`src/rtl/div_ctrl_pkg.sv`:
```
// Shared constants and state encoding for the multi-cycle divide sequencer.
// Imported by the control FSM and the single-iteration datapath step.
package div_ctrl_pkg;

  localparam int DOUBLE_REG_W = 64;

  typedef enum logic [1:0] {
    DIV_FREE    = 2'b00,
    DIV_BY_ZERO = 2'b01,
    DIV_ON      = 2'b10,
    DIV_END     = 2'b11
  } div_state_t;

  localparam logic DIV_RESULT_READY     = 1'b1;
  localparam logic DIV_RESULT_NOT_READY = 1'b0;
  localparam logic DIV_START            = 1'b1;
  localparam logic DIV_STOP             = 1'b0;

endpackage

```
`src/rtl/div_step.sv`:
```
// One restoring-division iteration: compare-subtract the upper window against
// the divisor, then shift the working register left by one quotient bit.
module div_step #(
  parameter int DATA_W = 32
) (
  input  logic [2*DATA_W-1:0] dividend,
  input  logic [DATA_W-1:0]   divisor,
  output logic [2*DATA_W:0]   dividend_next
);

  logic [DATA_W:0] diff;

  always_comb begin
    diff = {1'b0, dividend[2*DATA_W-1:DATA_W]} - {1'b0, divisor};
  end

  // A borrow out of the top bit means the window is smaller than the divisor.
  always_comb begin
    if (diff[DATA_W]) begin
      dividend_next = {dividend, 1'b0};
    end else begin
      dividend_next = {diff[DATA_W-1:0], dividend[DATA_W-1:0], 1'b1};
    end
  end

endmodule

```
`src/rtl/div_ctrl.sv`:
```
// Signed/unsigned restoring divide sequencer: FREE -> ON (DATA_W iterations) -> END,
// with a short BYZERO path, annul support and sign fixup of quotient/remainder.
module div_ctrl
  import div_ctrl_pkg::*;
#(
  parameter int DATA_W = 32,
  parameter int CNT_W  = 6
) (
  input  logic                clk,
  input  logic                rst,
  input  logic                signed_div_i,
  input  logic [DATA_W-1:0]   opdata1_i,
  input  logic [DATA_W-1:0]   opdata2_i,
  input  logic                start_i,
  input  logic                annul_i,
  output logic [2*DATA_W-1:0] result_o,
  output logic                ready_o,
  output logic                stallreq_o
);

  localparam logic [CNT_W-1:0] LAST_CNT = CNT_W'(DATA_W);

  div_state_t          state_reg, state_next;
  logic [CNT_W-1:0]    cnt_reg, cnt_next;
  logic [2*DATA_W:0]   dividend_reg, dividend_next;
  logic [DATA_W-1:0]   divisor_reg, divisor_next;
  logic                neg_q_reg, neg_q_next;
  logic                neg_r_reg, neg_r_next;
  logic [2*DATA_W-1:0] result_reg, result_next;
  logic                ready_reg, ready_next;

  logic [2*DATA_W:0]   step_out;
  logic [DATA_W-1:0]   op1_abs, op2_abs;
  logic [DATA_W-1:0]   q_raw, r_raw, q_fix, r_fix;

  div_step #(.DATA_W(DATA_W)) u_step (
    .dividend      (dividend_reg[2*DATA_W-1:0]),
    .divisor       (divisor_reg),
    .dividend_next (step_out)
  );

  // Negation wraps, so the most negative value maps onto itself.
  always_comb begin
    op1_abs = (signed_div_i && opdata1_i[DATA_W-1]) ? (~opdata1_i + 1'b1) : opdata1_i;
    op2_abs = (signed_div_i && opdata2_i[DATA_W-1]) ? (~opdata2_i + 1'b1) : opdata2_i;
    q_raw   = dividend_reg[DATA_W-1:0];
    r_raw   = dividend_reg[2*DATA_W:DATA_W+1];
    q_fix   = neg_q_reg ? (~q_raw + 1'b1) : q_raw;
    r_fix   = neg_r_reg ? (~r_raw + 1'b1) : r_raw;
  end

  always_ff @(posedge clk or negedge rst) begin
    if (!rst) begin
      state_reg    <= DIV_FREE;
      cnt_reg      <= '0;
      dividend_reg <= '0;
      divisor_reg  <= '0;
      neg_q_reg    <= 1'b0;
      neg_r_reg    <= 1'b0;
      result_reg   <= '0;
      ready_reg    <= DIV_RESULT_NOT_READY;
    end else begin
      state_reg    <= state_next;
      cnt_reg      <= cnt_next;
      dividend_reg <= dividend_next;
      divisor_reg  <= divisor_next;
      neg_q_reg    <= neg_q_next;
      neg_r_reg    <= neg_r_next;
      result_reg   <= result_next;
      ready_reg    <= ready_next;
    end
  end

  always_comb begin
    state_next    = state_reg;
    cnt_next      = cnt_reg;
    dividend_next = dividend_reg;
    divisor_next  = divisor_reg;
    neg_q_next    = neg_q_reg;
    neg_r_next    = neg_r_reg;
    result_next   = result_reg;
    ready_next    = ready_reg;

    case (state_reg)
      DIV_FREE: begin
        ready_next  = DIV_RESULT_NOT_READY;
        result_next = '0;
        if (start_i == DIV_START && !annul_i) begin
          if (opdata2_i == '0) begin
            state_next = DIV_BY_ZERO;
          end else begin
            state_next = DIV_ON;
            cnt_next   = '0;
          end
          dividend_next = {{DATA_W{1'b0}}, op1_abs, 1'b0};
          divisor_next  = op2_abs;
          neg_q_next    = signed_div_i & (opdata1_i[DATA_W-1] ^ opdata2_i[DATA_W-1]);
          neg_r_next    = signed_div_i & opdata1_i[DATA_W-1];
        end
      end

      DIV_BY_ZERO: begin
        if (annul_i) begin
          state_next = DIV_FREE;
        end else begin
          state_next  = DIV_END;
          ready_next  = DIV_RESULT_READY;
          result_next = '0;
        end
      end

      DIV_ON: begin
        if (annul_i) begin
          state_next = DIV_FREE;
          cnt_next   = '0;
        end else if (cnt_reg != LAST_CNT) begin
          dividend_next = step_out;
          cnt_next      = cnt_reg + 1'b1;
        end else begin
          result_next = {r_fix, q_fix};
          ready_next  = DIV_RESULT_READY;
          cnt_next    = '0;
          state_next  = DIV_END;
        end
      end

      DIV_END: begin
        // EX holds start until it has consumed the result; annul has no effect here.
        if (start_i == DIV_STOP) begin
          state_next  = DIV_FREE;
          ready_next  = DIV_RESULT_NOT_READY;
          result_next = '0;
        end
      end

      default: begin
        state_next = DIV_FREE;
      end
    endcase
  end

  assign result_o   = result_reg;
  assign ready_o    = ready_reg;
  assign stallreq_o = start_i & ~ready_reg & ~annul_i;

endmodule

```
`config.mk`:
```
export PLATFORM = sky130hd
export DESIGN_NAME = div_ctrl
export DESIGN_NICKNAME = d
export VERILOG_FILES = /design/src/rtl/div_ctrl_pkg.sv /design/src/rtl/div_step.sv /design/src/rtl/div_ctrl.sv
export SDC_FILE = /design/constraint.sdc
export NUM_CORES = 1
export LEC_CHECK = 0
export ABC_AREA = 1
export ABC_CLOCK_PERIOD_IN_PS = 2800
export BUFFER_PORTS_ARGS = -buffer_cell sky130_fd_sc_hd__buf_2
export CELL_PAD_IN_SITES_DETAIL_PLACEMENT = 1
export CELL_PAD_IN_SITES_GLOBAL_PLACEMENT = 1
export CORE_MARGIN = 3
export CORE_UTILIZATION = 27
export CTS_CLUSTER_SIZE = 10
export DETAILED_ROUTE_END_ITERATION = 16
export GPL_TIMING_DRIVEN = 1
export PLACE_DENSITY = 0.67
export SLEW_MARGIN = 0
export SYNTH_ARGS = -nofsm -noshare
export SYNTH_HDL_FRONTEND = slang
export SYNTH_HIERARCHICAL = 1
export SYNTH_SLANG_ARGS = --single-unit
export TNS_END_PERCENT = 30
```
`constraint.sdc`:
```
create_clock -name clk -period 2.8 [get_ports clk]
set_input_delay 0.14 -clock clk [delete_from_list [all_inputs] [get_ports clk]]
set_output_delay 0.14 -clock clk [all_outputs]
set_load 0.005 [all_outputs]
```
==> results of run 1 <==
-- power by group through the flow --
stage	Combinational, mW	Sequential [mW]	Clock, mW
CTS	13.5	4.49	2.58
finish	13.5	4.48	2.49
global route	15.3	4.63	2.67
global placement	13.2	4.49	0
floorplan	9.96	4.19	0
detailed placement	13.5	4.53	0
-- repair_timing --
item | 4_1_cts | 5_1_grt
gates resized for setup | 0 | 1
setup endpoints to repair | 0 | 7
hold endpoints to repair | 60 | 0
hold buffers | 11 | 0
-- Yosys cell counts (3+ instances only) --
cell type | n | area share
a21boi_0 | 3 | 0.0016
a21oi_1 | 44 | 0.016
a22oi_1 | 4 | 0.0022
buf_1 | 5 | 0.0013
buf_2 | 18 | 0.0065
buf_4 | 46 | 0.025
buf_6 | 12 | 0.0097
clkbuf_1 | 13 | 0.0035
dfrtp_1 | 172 | 0.31
ha_1 | 43 | 0.039
inv_1 | 281 | 0.076
inv_2 | 12 | 0.0032
nand2_1 | 724 | 0.20
nand2_2 | 27 | 0.012
nand2_4 | 3 | 0.0024
nand3_1 | 226 | 0.081
nand3b_1 | 10 | 0.0054
nand4_1 | 28 | 0.013
nor2_1 | 216 | 0.058
nor2_2 | 9 | 0.0040
nor2_4 | 4 | 0.0032
nor3_1 | 14 | 0.0050
o211ai_1 | 5 | 0.0027
o21ai_0 | 135 | 0.049
o21ai_1 | 34 | 0.012
o21bai_1 | 3 | 0.0016
o22ai_1 | 3 | 0.0013
o31ai_1 | 4 | 0.0022
or2_2 | 4 | 0.0018
xnor2_1 | 9 | 0.0057
xor2_1 | 48 | 0.030
-- cell type report --
| type | instances | area, um2 | share of cell area |
|---|---|---|---|
| well taps | 672 | 841 | 0.0533 |
| flip-flops and latches | 172 | 4300 | 0.273 |
| multi-input cells | 1625 | 7830 | 0.496 |
| inverters | 295 | 1110 | 0.0706 |
| repair buffers | 176 | 1110 | 0.0702 |
| clock inverters | 11 | 134 | 0.00848 |
| clock buffers | 21 | 450 | 0.0285 |
-- per-stage QoR --
| stage | setup slack, ns | std cells | utilization |
|---|---|---|---|
| 2_1_floorplan | 0.594 | 2188 | - |
| 3_3_place_gp | 0.293 | 2929 | 0.298 |
| 3_5_place_dp | 0.255 | 2929 | 0.298 |
| 4_1_cts | 0.226 | 2972 | 0.312 |
| 5_1_grt | 0.0241 | 2972 | 0.312 |
| 6_report | 0.288 | 2972 | 0.312 |
-- cell families after synthesis --
logic type | after synthesis | share of synthesized area
XOR/XNOR | 57 | 0.0359
AND/OR/NAND/NOR | 1276 | 0.390
flip-flops | 172 | 0.309
AO/OA/AOI/OAI | 248 | 0.0964
adder cells (fa/ha/maj) | 44 | 0.0401
buffers and inverters | 391 | 0.129
-- worst paths after layout --
check,slack [ns],endpoint,startpoint,depth (start not counted)
hold / removal,0.04,divisor_reg[6]$_DFFE_PN0P_,opdata2_i[6],3
setup / recovery,0.29,dividend_reg[43]$_DFFE_PN0P_,dividend_reg[32]$_DFFE_PN0P_,17
max in group asynchronous,1.82,divisor_reg[18]$_DFFE_PN0P_,rst,3
setup reg to reg,0.29,dividend_reg[43]$_DFFE_PN0P_,dividend_reg[32]$_DFFE_PN0P_,17
min in group asynchronous,0.21,result_o[30]$_DFFE_PN0P_,rst,2
hold reg to reg,0.48,result_o[25]$_DFFE_PN0P_,result_o[25]$_DFFE_PN0P_,2
-- metal layers --
metal / part of all wire / routed length [um]
met1: 0.50 / 25800
met4: 0.020 / 1010
met3: 0.039 / 2000
met2: 0.44 / 22700
met5: 0.00014 / 7
-- worst register-to-register path: cells and delay by family (launching register included) --
| kind | cells | cell delay (ns) |
|---|---|---|
| buffers and inverters | 3 | 0.35 |
| AO/OA/AOI/OAI | 1 | 0.17 |
| flip-flops | 1 | 0.35 |
| adder cells (fa/ha/maj) | 2 | 0.63 |
| AND/OR/NAND/NOR | 11 | 0.93 |
==> reports/qor.yml, run 1 <==
layout:
  fin_nets: 2400
  n_fill_cell: 6555
  layout-drive-gt1-share: 0.117
  antennaDiodeCount: 0
  syn2layout_area_growth_pct: 13.4
  final_common_cell: "nand2_1"
  final_cell_mix: "nand2_1 (723), inv_1 (280), nand3_1 (225)"
  largest_register_ffs: 65
  design_area_um2: 15800
timing:
  finalClockSkew_ns: 0.0173
  period_share: 0.897
  finalHoldViolations: 0
  relSlewSlack: 0.528
  slew_viol_final: 0
  setup_violations: 0
  fin_hold_ws_ns: 0.0388
  worstMarginPinSlew_ns: 0.707
  totalNegativeSetupSlack_ns: 0
  grt_setup_unrepaired: "no"
  min_period_ns: 2.51
  max_freq_mhz: 398
worst_setup_path:
  start_kind: "flip-flop"
  crit_path_end_kind: "flip-flop"
  cp_top_family: "simple AND/OR/NAND/NOR gates"
  max_stage_delay_ns: 0.41
  critPathKind: "flip-flop to flip-flop"
  crit_required_ns: 3.20
  crit_path_frequent_cell: "nand2_1"
  cp_slowest_cell: "fa_1"
  path_buf_inv: 3
  cp_max_fo: 26
  worstPathCellList: "inv_1, ha_1, fa_1, inv_1, nand3_1, nand3_2, nand2_1, nand2_2, nand2_2, nand2_4, nand2_4, nand2_8, buf_12, nand2_1, nand2_1, nand2_1, o21ai_0"
  crit_arrival_ns: 2.91
die:
  core_um2: 50600
  die-area_um2: 54300
  die_h_um: 233
  ios: 135
  row_count: 82
  die_w_um: 233
  initial_core_util: 0.275
logic_synthesis:
  netlist-cell-type-count: 55
  yosysWarnings: 6
  synthArstFlopShare: 1.00
  synth-seq-cells: 172
  syn-cell-area_um2: 13900
  syn_avg_cell_area_um2: 6.36
  postSynthCellCount: 2188
  synth_edf_count: 0
  syn_nets: 2301
  synth_ff_type: "dfrtp_1"
  seq_area_frac_synth: 0.309
routing:
  wl_um: 51500
  routedWlPerCell_um: 17.3
  drc: 0
  via_per_inst: 4.78
  drt-pass1-iter-count: 5
  ant_nets: 0
  first_iter_violations: 806
  vias: 14200
clock_network:
  clockRootBuffer: "clkbuf_16"
  cts.sinks: 172
  cts_max_level: 4
  clkTransAtPathRegs_ns: 0.07
  clk_path_buf_depth: 2
  clkLatencyLatePin_ns: 0.49
  cts_tree: "built"
  cts_buffers: 17
  cts_setup_buffers: 0
pwr:
  ir_drop_v: 0.000496
  p_int_mw: 9.08
  p_comb_frac: 0.660
  p_seq_frac: 0.218
  p_sw_frac: 0.557
  power_density_nw_per_um2: 1300
  total_power_mw: 20.5
  clockPowerShare: 0.121
  p_leak_nw: 8.44
  netSwitchingPower_mw: 11.4
hold_path:
  min_path_type: "primary input to flip-flop"
global_routing:
  grt_pass1_wl_um: 81600
  globalRouteMet2Util: 0.300
  gr-usage-met1: 0.273
  met3_usage: 0.0361
  grt_pass1_vias: 14600
  antenna_found_initial: 1
  grt_busiest_layer: "met2"
  grt.total_usage: 0.193
  grt_max_degree: 60
  overflow: 0
flow_run:
  cap_violations: 0
placement:
  dpl.hpwl_um: 41500
  placed_cell_area_um2: 15100
  gp_congestion: 0.938
  port_buffers: 134
run_status:
  status: "complete, no violations"
Note: power is estimated with default switching activity, not from simulation.
==> run 2: changes to the inputs <==
Settings changed: REMOVE_ABC_BUFFERS set to 1.
==> reports/qor.yml, run 2 (synthesis results as in run 1) <==
worst_setup_path:
  path_buf_inv: 3  # unchanged
  cp_max_fo: 14  # was 26
  crit_required_ns: 3.19  # was 3.20 ns
  rr_startpoint: "dividend_reg[32]$_DFFE_PN0P_"  # unchanged
  crit_path_end_kind: "flip-flop"  # unchanged
  reg2reg_depth: 17  # unchanged
  crit_arrival_ns: 2.91  # about the same
  rrSetupSlack_ns: 0.29  # about the same
  max_stage_delay_ns: 0.40  # was 0.41 ns
  cp_top_family: "simple AND/OR/NAND/NOR gates"  # unchanged
  critPathKind: "flip-flop to flip-flop"  # unchanged
  worstPathCellList: "inv_1, ha_1, fa_1, inv_1, nand3_1, nand3_2, nand2_1, nand2_2, nand2_2, nand2_4, nand2_4, nand2_8, buf_6, nand3_1, nand2_1, nand2_1, o21ai_0"  # was inv_1, ha_1, fa_1, inv_1, nand3_1, nand3_2, nand2_1, nand2_2, nand2_2, nand2_4, nand2_4, nand2_8, buf_12, nand2_1, nand2_1, nand2_1, o21ai_0
  start_kind: "flip-flop"  # unchanged
  crit_path_frequent_cell: "nand2_1"  # unchanged
  worstReg2RegEnd: "dividend_reg[54]$_DFFE_PN0P_"  # was dividend_reg[43]$_DFFE_PN0P_
  cp_slowest_cell: "fa_1"  # unchanged
timing:
  max_freq_mhz: 398  # about the same
  finalClockSkew_ns: 0.0119  # was 0.0173 ns
  relSlewSlack: 0.569  # was 0.528
  period_share: 0.897  # about the same
  worstMarginPinSlew_ns: 0.640  # was 0.707 ns
  setup_violations: 0  # unchanged
  finalHoldViolations: 0  # unchanged
  grt_setup_unrepaired: "no"  # unchanged
  slew_viol_final: 0  # unchanged
  min_period_ns: 2.51  # about the same
die:
  row_count: 82  # unchanged
  die_h_um: 233  # unchanged
  ios: 135  # unchanged
  die_w_um: 233  # unchanged
  core_um2: 50600  # unchanged
  die-area_um2: 54300  # unchanged
  initial_core_util: 0.275  # unchanged
placement:
  port_buffers: 134  # unchanged
  dpl.cell_count: 2938  # was 2929
  dpl.hpwl_um: 41000  # was 41500 um
  gp_congestion: 0.885  # was 0.938
pwr:
  p_leak_nw: 8.51  # was 8.44 nW
  ir_drop_v: 0.000488  # was 0.000496 V
  power_density_nw_per_um2: 1290  # was 1300 nW/um2
global_routing:
  antenna_found_initial: 2  # was 1
  overflow: 0  # unchanged
  grt_max_degree: 61  # was 60
  grt_pass1_wl_um: 81300  # was 81600 um
  grt_pass1_vias: 14600  # about the same
  grt.total_usage: 0.192  # was 0.193
routing:
  drc: 0  # unchanged
  drt-pass1-iter-count: 5  # unchanged
  ant_nets: 0  # unchanged
  vias: 14100  # was 14200
  via_per_inst: 4.73  # was 4.78
  first_iter_violations: 614  # was 806
  wl_um: 50800  # was 51500 um
  routedWlPerCell_um: 17.0  # was 17.3 um
run_status:
  status: "complete, no violations"  # unchanged
layout:
  regArea_um2: 4300  # unchanged
  largest_register_ffs: 65  # unchanged
  antennaDiodeCount: 0  # unchanged
  n_fill_cell: 6576  # was 6555
  multiInputGateArea_um2: 7830  # unchanged
  layoutNonFillerInstCount: 2986  # was 2972
  syn2layout_area_growth_pct: 14.0  # was 13.4%
  fin_nets: 2415  # was 2400
  fin_util: 0.314  # was 0.312
  final_cell_mix: "nand2_1 (723), inv_1 (281), nand3_1 (225)"  # was nand2_1 (723), inv_1 (280), nand3_1 (225)
  layout-drive-gt1-share: 0.121  # was 0.117
  final_common_cell: "nand2_1"  # unchanged
hold_path:
  whs_path_depth: 5  # was 3
  min_to: "dividend_reg[26]$_DFFE_PN0P_"  # was divisor_reg[6]$_DFFE_PN0P_
  min_path_type: "primary input to flip-flop"  # unchanged
  worstHoldStart: "opdata1_i[25]"  # was opdata2_i[6]
flow_run:
  cap_violations: 0  # unchanged
clock_network:
  clk_path_buf_depth: 2  # unchanged
  clkTransAtPathRegs_ns: 0.07  # about the same
  cts.sinks: 172  # unchanged
  cts_tree: "built"  # unchanged
  cts_buffers: 17  # unchanged
  clockRootBuffer: "clkbuf_16"  # unchanged
  clkLatencyLatePin_ns: 0.48  # was 0.49 ns
  cts_max_level: 4  # unchanged
==> run 2: cell count changes in the layout (fill, tap and decap cells not counted), sizes merged <==
| cell | before | now |
|---|---|---|
| buf | 165 | 173 |
| clkbuf | 21 | 19 |
| clkinv | 4 | 5 |
| clkinvlp | 3 | 2 |
| dlygate4sd3 | 11 | 17 |
| inv | 297 | 299 |
==> run 2: worst max path at each step <==
stage	startpoint	to	slack, ns	cells past startpoint
after global routing	dividend_reg[32]$_DFFE_PN0P_	dividend_reg[63]$_DFFE_PN0P_	0.008	17
after CTS	dividend_reg[32]$_DFFE_PN0P_	dividend_reg[54]$_DFFE_PN0P_	0.19	17
after global placement	dividend_reg[32]$_DFFE_PN0P_	dividend_reg[54]$_DFFE_PN0P_	0.35	17
after detailed placement	dividend_reg[32]$_DFFE_PN0P_	dividend_reg[54]$_DFFE_PN0P_	0.22	17
after floorplan	state_reg[0]$_DFFE_PN0P_	dividend_reg[4]$_DFFE_PN0P_	-0.96	8
final	dividend_reg[32]$_DFFE_PN0P_	dividend_reg[54]$_DFFE_PN0P_	0.29	17
==> run 2: power by group <==
group          switching [mW]  total, mW  internal [mW]
clock network            1.11       2.43           1.31
registers               0.938       4.41           3.47
logic                    9.30       13.6           4.32
==> run 2: cell type report <==
class	count	area share
Clock buffer	18	0.0270
Clock inverter	13	0.00891
Inverter	295	0.0703
Multi-Input combinational cell	1625	0.493
Sequential cell	172	0.271
Tap cell	672	0.0530
Timing Repair Buffer	191	0.0761
==> run 2: repair_timing <==
action / 4_1_cts / 5_1_grt
resized for setup: 0 / 3
buffers inserted: 0 / 0
setup endpoints to repair: 0 / 20
endpoints found under the hold margin: 72 / 0
hold buffers: 17 / 0
==> run 2: worst min-delay path, stage by stage <==
cell and delay, ns:
buf_2 0.10, nand3_1 0.07, nand3_1 0.08, nand2_1 0.05
nand2_1 0.05
==> run 2: layer usage <==
layer,vias to the layer above,part of all wire,global-route usage
met2,184,0.46,0.315
li1,7090,-,-
met3,40,0.026,0.0280
met1,6795,0.50,0.265
met5,-,0.00026,0
met4,2,0.015,0.0472
==> run 2: through the flow <==
stage                     area (um2)  power, mW  setup slack [ns]  TNS, ns  hold slack (ns)
after floorplan                13200       13.2            -0.957   -40.86           -0.156
after global placement         15100       17.8             0.348        0            0.184
after detailed placement       15100       18.1             0.218        0            0.188
after CTS                      15900       20.6             0.187        0          0.00383
after global routing           15900       22.7           0.00771        0           0.0510
final                          15900       20.5             0.288        0           0.0432
